<file path="src/rtl/core_pipe_pkg.sv">
// Shared state encoding and widths for the pipeline register slice.
// No logic; imported by the slice control and datapath.
package core_pipe_pkg;

    typedef enum logic [1:0] {
        PS_EMPTY = 2'b00,
        PS_HALF  = 2'b01,
        PS_FULL  = 2'b10
    } pipe_state_e;

    localparam int PIPE_COUNT_W = 2;

endpackage

</file>
<file path="src/rtl/pipe_reg_ctrl.sv">
// Occupancy FSM for the pipeline slice: decodes handshakes into data-entry load strobes.
// Latency 1 cycle in_fire->out_valid; in_ready registered when SKID=1, else ~out_valid|out_ready.
module pipe_reg_ctrl
    import core_pipe_pkg::*;
#(
    parameter bit SKID = 1'b1
) (
    input  logic                    clk,
    input  logic                    reset,
    input  logic                    flush,
    input  logic                    in_valid,
    input  logic                    out_ready,
    output logic                    in_ready,
    output logic                    out_valid,
    output logic [PIPE_COUNT_W-1:0] count,
    output logic                    load_main,
    output logic                    load_skid,
    output logic                    main_from_skid
);

    pipe_state_e r_state;
    pipe_state_e w_state_nxt;
    logic        w_in_fire;
    logic        w_out_fire;

    always_ff @(posedge clk) begin
        if (reset) begin
            r_state <= PS_EMPTY;
        end else begin
            r_state <= w_state_nxt;
        end
    end

    always_comb begin
        w_state_nxt = r_state;
        case (r_state)
            PS_EMPTY: begin
                if (w_in_fire) w_state_nxt = PS_HALF;
            end
            PS_HALF: begin
                if (SKID && w_in_fire && !w_out_fire)      w_state_nxt = PS_FULL;
                else if (!w_in_fire && w_out_fire)         w_state_nxt = PS_EMPTY;
            end
            PS_FULL: begin
                if (!SKID)          w_state_nxt = PS_EMPTY;
                else if (w_out_fire) w_state_nxt = PS_HALF;
            end
            default: w_state_nxt = PS_EMPTY;
        endcase
        // Flush wins over any transfer in the same cycle
        if (flush) w_state_nxt = PS_EMPTY;
    end

    always_comb begin
        out_valid = (r_state == PS_HALF) || (r_state == PS_FULL);
        case (r_state)
            PS_HALF: count = 2'd1;
            PS_FULL: count = 2'd2;
            default: count = 2'd0;
        endcase
        if (SKID) in_ready = (r_state != PS_FULL);
        else      in_ready = !out_valid || out_ready;
    end

    assign w_in_fire  = in_valid & in_ready;
    assign w_out_fire = out_valid & out_ready;

    // Loads are suppressed under flush so held data survives as the last visible value
    assign load_main      = w_in_fire & ~flush & (~out_valid | out_ready);
    assign load_skid      = SKID & w_in_fire & ~w_out_fire & ~flush & (r_state == PS_HALF);
    assign main_from_skid = SKID & w_out_fire & ~flush & (r_state == PS_FULL);

endmodule

</file>
<file path="src/rtl/pipe_reg.sv">
// Pipeline stage-boundary register with valid/ready, flush and optional skid entry; 1-cycle latency.
// Backpressure: SKID=1 registered in_ready at full rate, SKID=0 combinational in_ready.
module pipe_reg
    import core_pipe_pkg::*;
#(
    parameter int               WIDTH       = 32,
    parameter logic [WIDTH-1:0] RESET_VALUE = '0,
    parameter bit               SKID        = 1'b1
) (
    input  logic                    clk,
    input  logic                    reset,
    input  logic                    flush,
    input  logic                    in_valid,
    output logic                    in_ready,
    input  logic [WIDTH-1:0]        in_data,
    output logic                    out_valid,
    input  logic                    out_ready,
    output logic [WIDTH-1:0]        out_data,
    output logic [PIPE_COUNT_W-1:0] count
);

    logic             w_load_main;
    logic             w_load_skid;
    logic             w_main_from_skid;
    logic [WIDTH-1:0] w_skid;
    logic [WIDTH-1:0] r_main;

    pipe_reg_ctrl #(
        .SKID(SKID)
    ) u_ctrl (
        .clk            (clk),
        .reset          (reset),
        .flush          (flush),
        .in_valid       (in_valid),
        .out_ready      (out_ready),
        .in_ready       (in_ready),
        .out_valid      (out_valid),
        .count          (count),
        .load_main      (w_load_main),
        .load_skid      (w_load_skid),
        .main_from_skid (w_main_from_skid)
    );

    generate
        if (SKID) begin : g_skid
            logic [WIDTH-1:0] r_skid;
            always_ff @(posedge clk) begin
                if (reset) begin
                    r_skid <= RESET_VALUE;
                end else if (w_load_skid) begin
                    r_skid <= in_data;
                end
            end
            assign w_skid = r_skid;
        end else begin : g_no_skid
            logic w_unused_skid;
            assign w_unused_skid = w_load_skid;
            assign w_skid        = RESET_VALUE;
        end
    endgenerate

    always_ff @(posedge clk) begin
        if (reset) begin
            r_main <= RESET_VALUE;
        end else if (w_main_from_skid) begin
            r_main <= w_skid;
        end else if (w_load_main) begin
            r_main <= in_data;
        end
    end

    assign out_data = r_main;

endmodule

</file>
<file path="config.mk">
export PLATFORM = sky130hd
export DESIGN_NAME = pipe_reg
export DESIGN_NICKNAME = d
export VERILOG_FILES = /design/src/rtl/core_pipe_pkg.sv /design/src/rtl/pipe_reg_ctrl.sv /design/src/rtl/pipe_reg.sv
export SDC_FILE = /design/constraint.sdc
export NUM_CORES = 1
export LEC_CHECK = 0
export CORE_ASPECT_RATIO = 0.5
export CORE_MARGIN = 4
export CORE_UTILIZATION = 53
export DETAILED_ROUTE_END_ITERATION = 7
export GPL_TIMING_DRIVEN = 0
export MAX_ROUTING_LAYER = met4
export PLACE_DENSITY_LB_ADDON = 0.08
export SYNTH_ARGS = -nofsm -noshare
export SYNTH_HDL_FRONTEND = slang
export SYNTH_SLANG_ARGS = --single-unit
</file>
<file path="constraint.sdc">
create_clock -name clk -period 3.4 [get_ports clk]
set_input_delay 0.85 -clock clk [delete_from_list [all_inputs] [get_ports clk]]
set_output_delay 0.85 -clock clk [all_outputs]
set_load 0.01 [all_outputs]
</file>
==> impl_metrics.env <==
export IMPL_utilization_pct=78.3
export IMPL_min_period_ns=2.64
export IMPL_p_sw_mw=0.450
export IMPL_cts_htree_levels=3
export IMPL_synth_top_cells_by_count="68 x nand2_1, 66 x dfxtp_1, 33 x a21oi_1, 33 x mux2i_1, 28 x a211oi_2"
export IMPL_die_w_um=113
export IMPL_relSlewSlack_pct=50.5
export IMPL_postCtsSetupRepairBufs=0
export IMPL_path_clk_slew_ns=0.07
export IMPL_grt_pass1_vias=2457
export IMPL_cts_root_buf="clkbuf_8"
export IMPL_cts_resized=0
export IMPL_worstMarginPinSlew_ns=0.743
export IMPL_worstPathArrival_ns=1.79
export IMPL_drc_errors=0
export IMPL_die_h_um=60.7
export IMPL_ys_ff_latch=66
export IMPL_seq_area_frac_synth_pct=44.8
export IMPL_via_count=2526
export IMPL_intPower_mw=1.54
export IMPL_fin_crit_sh_pct=77.7
export IMPL_io_pins=73
export IMPL_fin_nets=439
export IMPL_cts_sinks=66
export IMPL_path_depth=4
export IMPL_max_freq_mhz=379
export IMPL_synth_cells=313
export IMPL_maxCapViolCount=0
export IMPL_start_util_pct=57.4
export IMPL_grt_usage_pct=22.4
export IMPL_cts_buffers=9
export IMPL_fin_worst_hold_slack_ns=0.458
export IMPL_diodes=0
export IMPL_wl_mm=7.14
export IMPL_power_mw=1.99
export IMPL_synth_top_flop_cell="dfxtp_1"
export IMPL_hpwl_mm=5.06
export IMPL_row_count=18
export IMPL_required_ns=2.55
export IMPL_die_area_um2=6890
export IMPL_gp_congestion=0.772
export IMPL_reg2reg_from="u_ctrl.r_state[1]"
export IMPL_worstSetupStartpoint="u_ctrl.r_state[0]"
export IMPL_grt_start_max_net_pins=12
export IMPL_synth_async_reset_ratio_pct=0
export IMPL_min_delay_start="g_skid.r_skid[27]"
export IMPL_end_kind="output port"
export IMPL_drt_initial_drc_count=92
export IMPL_seqPwrFrac_pct=41.9
export IMPL_viasPerCell=5.36
export IMPL_rsz0062_at_grt="no"
export IMPL_crit_type="register to output port"
export IMPL_cts_tree="done"
export IMPL_synth_most_common_cell="nand2_1"
export IMPL_fin_cells=471
export IMPL_clkLatencyLatePin_ns=0.35
export IMPL_crit_chain="inv_1, ha_1, inv_2, clkdlybuf4s50_1"
export IMPL_finalSetupViolations=0
export IMPL_grt_ovfl_total=0
export IMPL_crit_family="buffers and inverters"
export IMPL_comb_power_share_pct=14.3
export IMPL_ys_warn_count=0
export IMPL_cp_num_buf_inv=3
export IMPL_r2r_worst_path_cells=6
export IMPL_io_buffers=72
export IMPL_power_density_nw_per_um2=495
export IMPL_power_frac_clock_pct=43.8
export IMPL_hold_viol_final=0
export IMPL_cp_start_kind="register"
export IMPL_peakVddDrop_mv=0.248
export IMPL_dp_cells=455
export IMPL_yosysTopAreaCellShare_pct=44.8
export IMPL_syn_num_nets=356
export IMPL_grt_pass1_wl_mm=11.6
export IMPL_syn_to_final_growth_pct=36.5
export IMPL_crit_fanout=7
export IMPL_slowest_delay_ns=0.54
export IMPL_wire_per_inst_um=15.2
export IMPL_synth_top_area_cell="dfxtp_1"
export IMPL_synth_area_top_cells="dfxtp_1 45%, a211oi_2 12%, mux2i_1 11%"
export IMPL_hold_class="register to register"
export IMPL_fin_tns_setup_ns=0
export IMPL_firstDrtPassIters=5
export IMPL_p_leak_nw=1.61
export IMPL_drive_above_1_share_pct=18.2
export IMPL_switching_share_pct=22.6
export IMPL_synth_cell_types=26
export IMPL_fin_worst_skew_ns=0.00643
export IMPL_antenna_found_initial=0
export IMPL_status="finished clean"
export IMPL_hold_buffers=0
export IMPL_cpMaxStageDelayCell="clkdlybuf4s50_1"
export IMPL_slew_viol_final=0
export IMPL_ant_nets=0
export IMPL_postSynthAreaPerCell_um2=9.42
export IMPL_synth_edff_count=0
export IMPL_syn_cell_area_um2=2950
export IMPL_cts_buffer_depth=2
export IMPL_core_area_um2=5130
export IMPL_hold_depth=2
worst register-to-register path, cell delays in order (launching register included):
cell	delay, ns
dfxtp_1	0.41
inv_1	0.11
ha_1	0.35
and2b_1	0.23
a2111oi_4	0.62
buf_2	0.42
a211oi_2	0.11
kinds of logic after synthesis:
logic type                 Yosys count  synth area share, %
and+or+nand+nor                    112                 16.8
AOI/OAI and AO/OA                   69                 20.2
DFF                                 66                 44.8
muxes                               33                 11.2
buffers and inverters               27                 4.46
adders and majority gates            6                 2.55
power groups by stage:
stage / registers, mW / logic (mW) / clock network, mW
floorplan: 0.861 / 0.133 / 0
global placement: 0.848 / 0.277 / 0
detailed placement: 0.850 / 0.284 / 0
CTS: 0.833 / 0.287 / 0.883
global route: 0.837 / 0.308 / 0.912
finish: 0.833 / 0.285 / 0.871
path summary, 6_finish.rpt:
kind	endpoint	slack, ns
max	in_ready	0.76
min	g_skid.r_skid[27]	0.46
max reg2reg	out_data[14]	1.00
min reg2reg	g_skid.r_skid[27]	0.46
cells in the final DEF, fill, tap and decap left out, types with 4 or more instances in the layout:
cell and instances:
clkdlybuf4s50_1 72, nor2_1 17, mux2i_1 33, a211oi_2 28, ha_1 6, buf_2 6
nand2_1 68, clkbuf_1 14, a211oi_1 4, a21oi_1 33, nor2_2 18, clkbuf_8 10
bufinv_16 4, dfxtp_1 66
metrics by stage:
stage / setup WS [ns] / instance area [µm²]
CTS: 0.739 / 4020
floorplan: 1.26 / 2950
detailed placement: 0.613 / 3760
global placement: 0.638 / 3760
global route: 0.692 / 4020
finish: 0.758 / 4020
state kept, by name, summed over array words and instances, names as in the netlist:
signal          count
g_skid.r_skid      32
out_data           32
u_ctrl.r_state      2
cell type report:
type / count / area [µm²]
Tap cell: 70 / 87.6
Multi-Input combinational cell: 220 / 1500
Sequential cell: 66 / 1320
Timing Repair Buffer: 72 / 721
Buffer: 23 / 116
Clock buffer: 11 / 141
Clock inverter: 5 / 125
Inverter: 4 / 15.0
Fill cell: 361 / 1110
metal layers:
metal	up-vias	track usage (%)	part of all wire [%]	routed length, µm
met1	1201	27.0	46	3280
met3	17	6.67	6.4	457
li1	1234	-	-	-
met4	0	8.22	1.4	99
met2	74	36.4	46	3310
met5	-	-	0	0
Power figures use the tool's default switching activity.
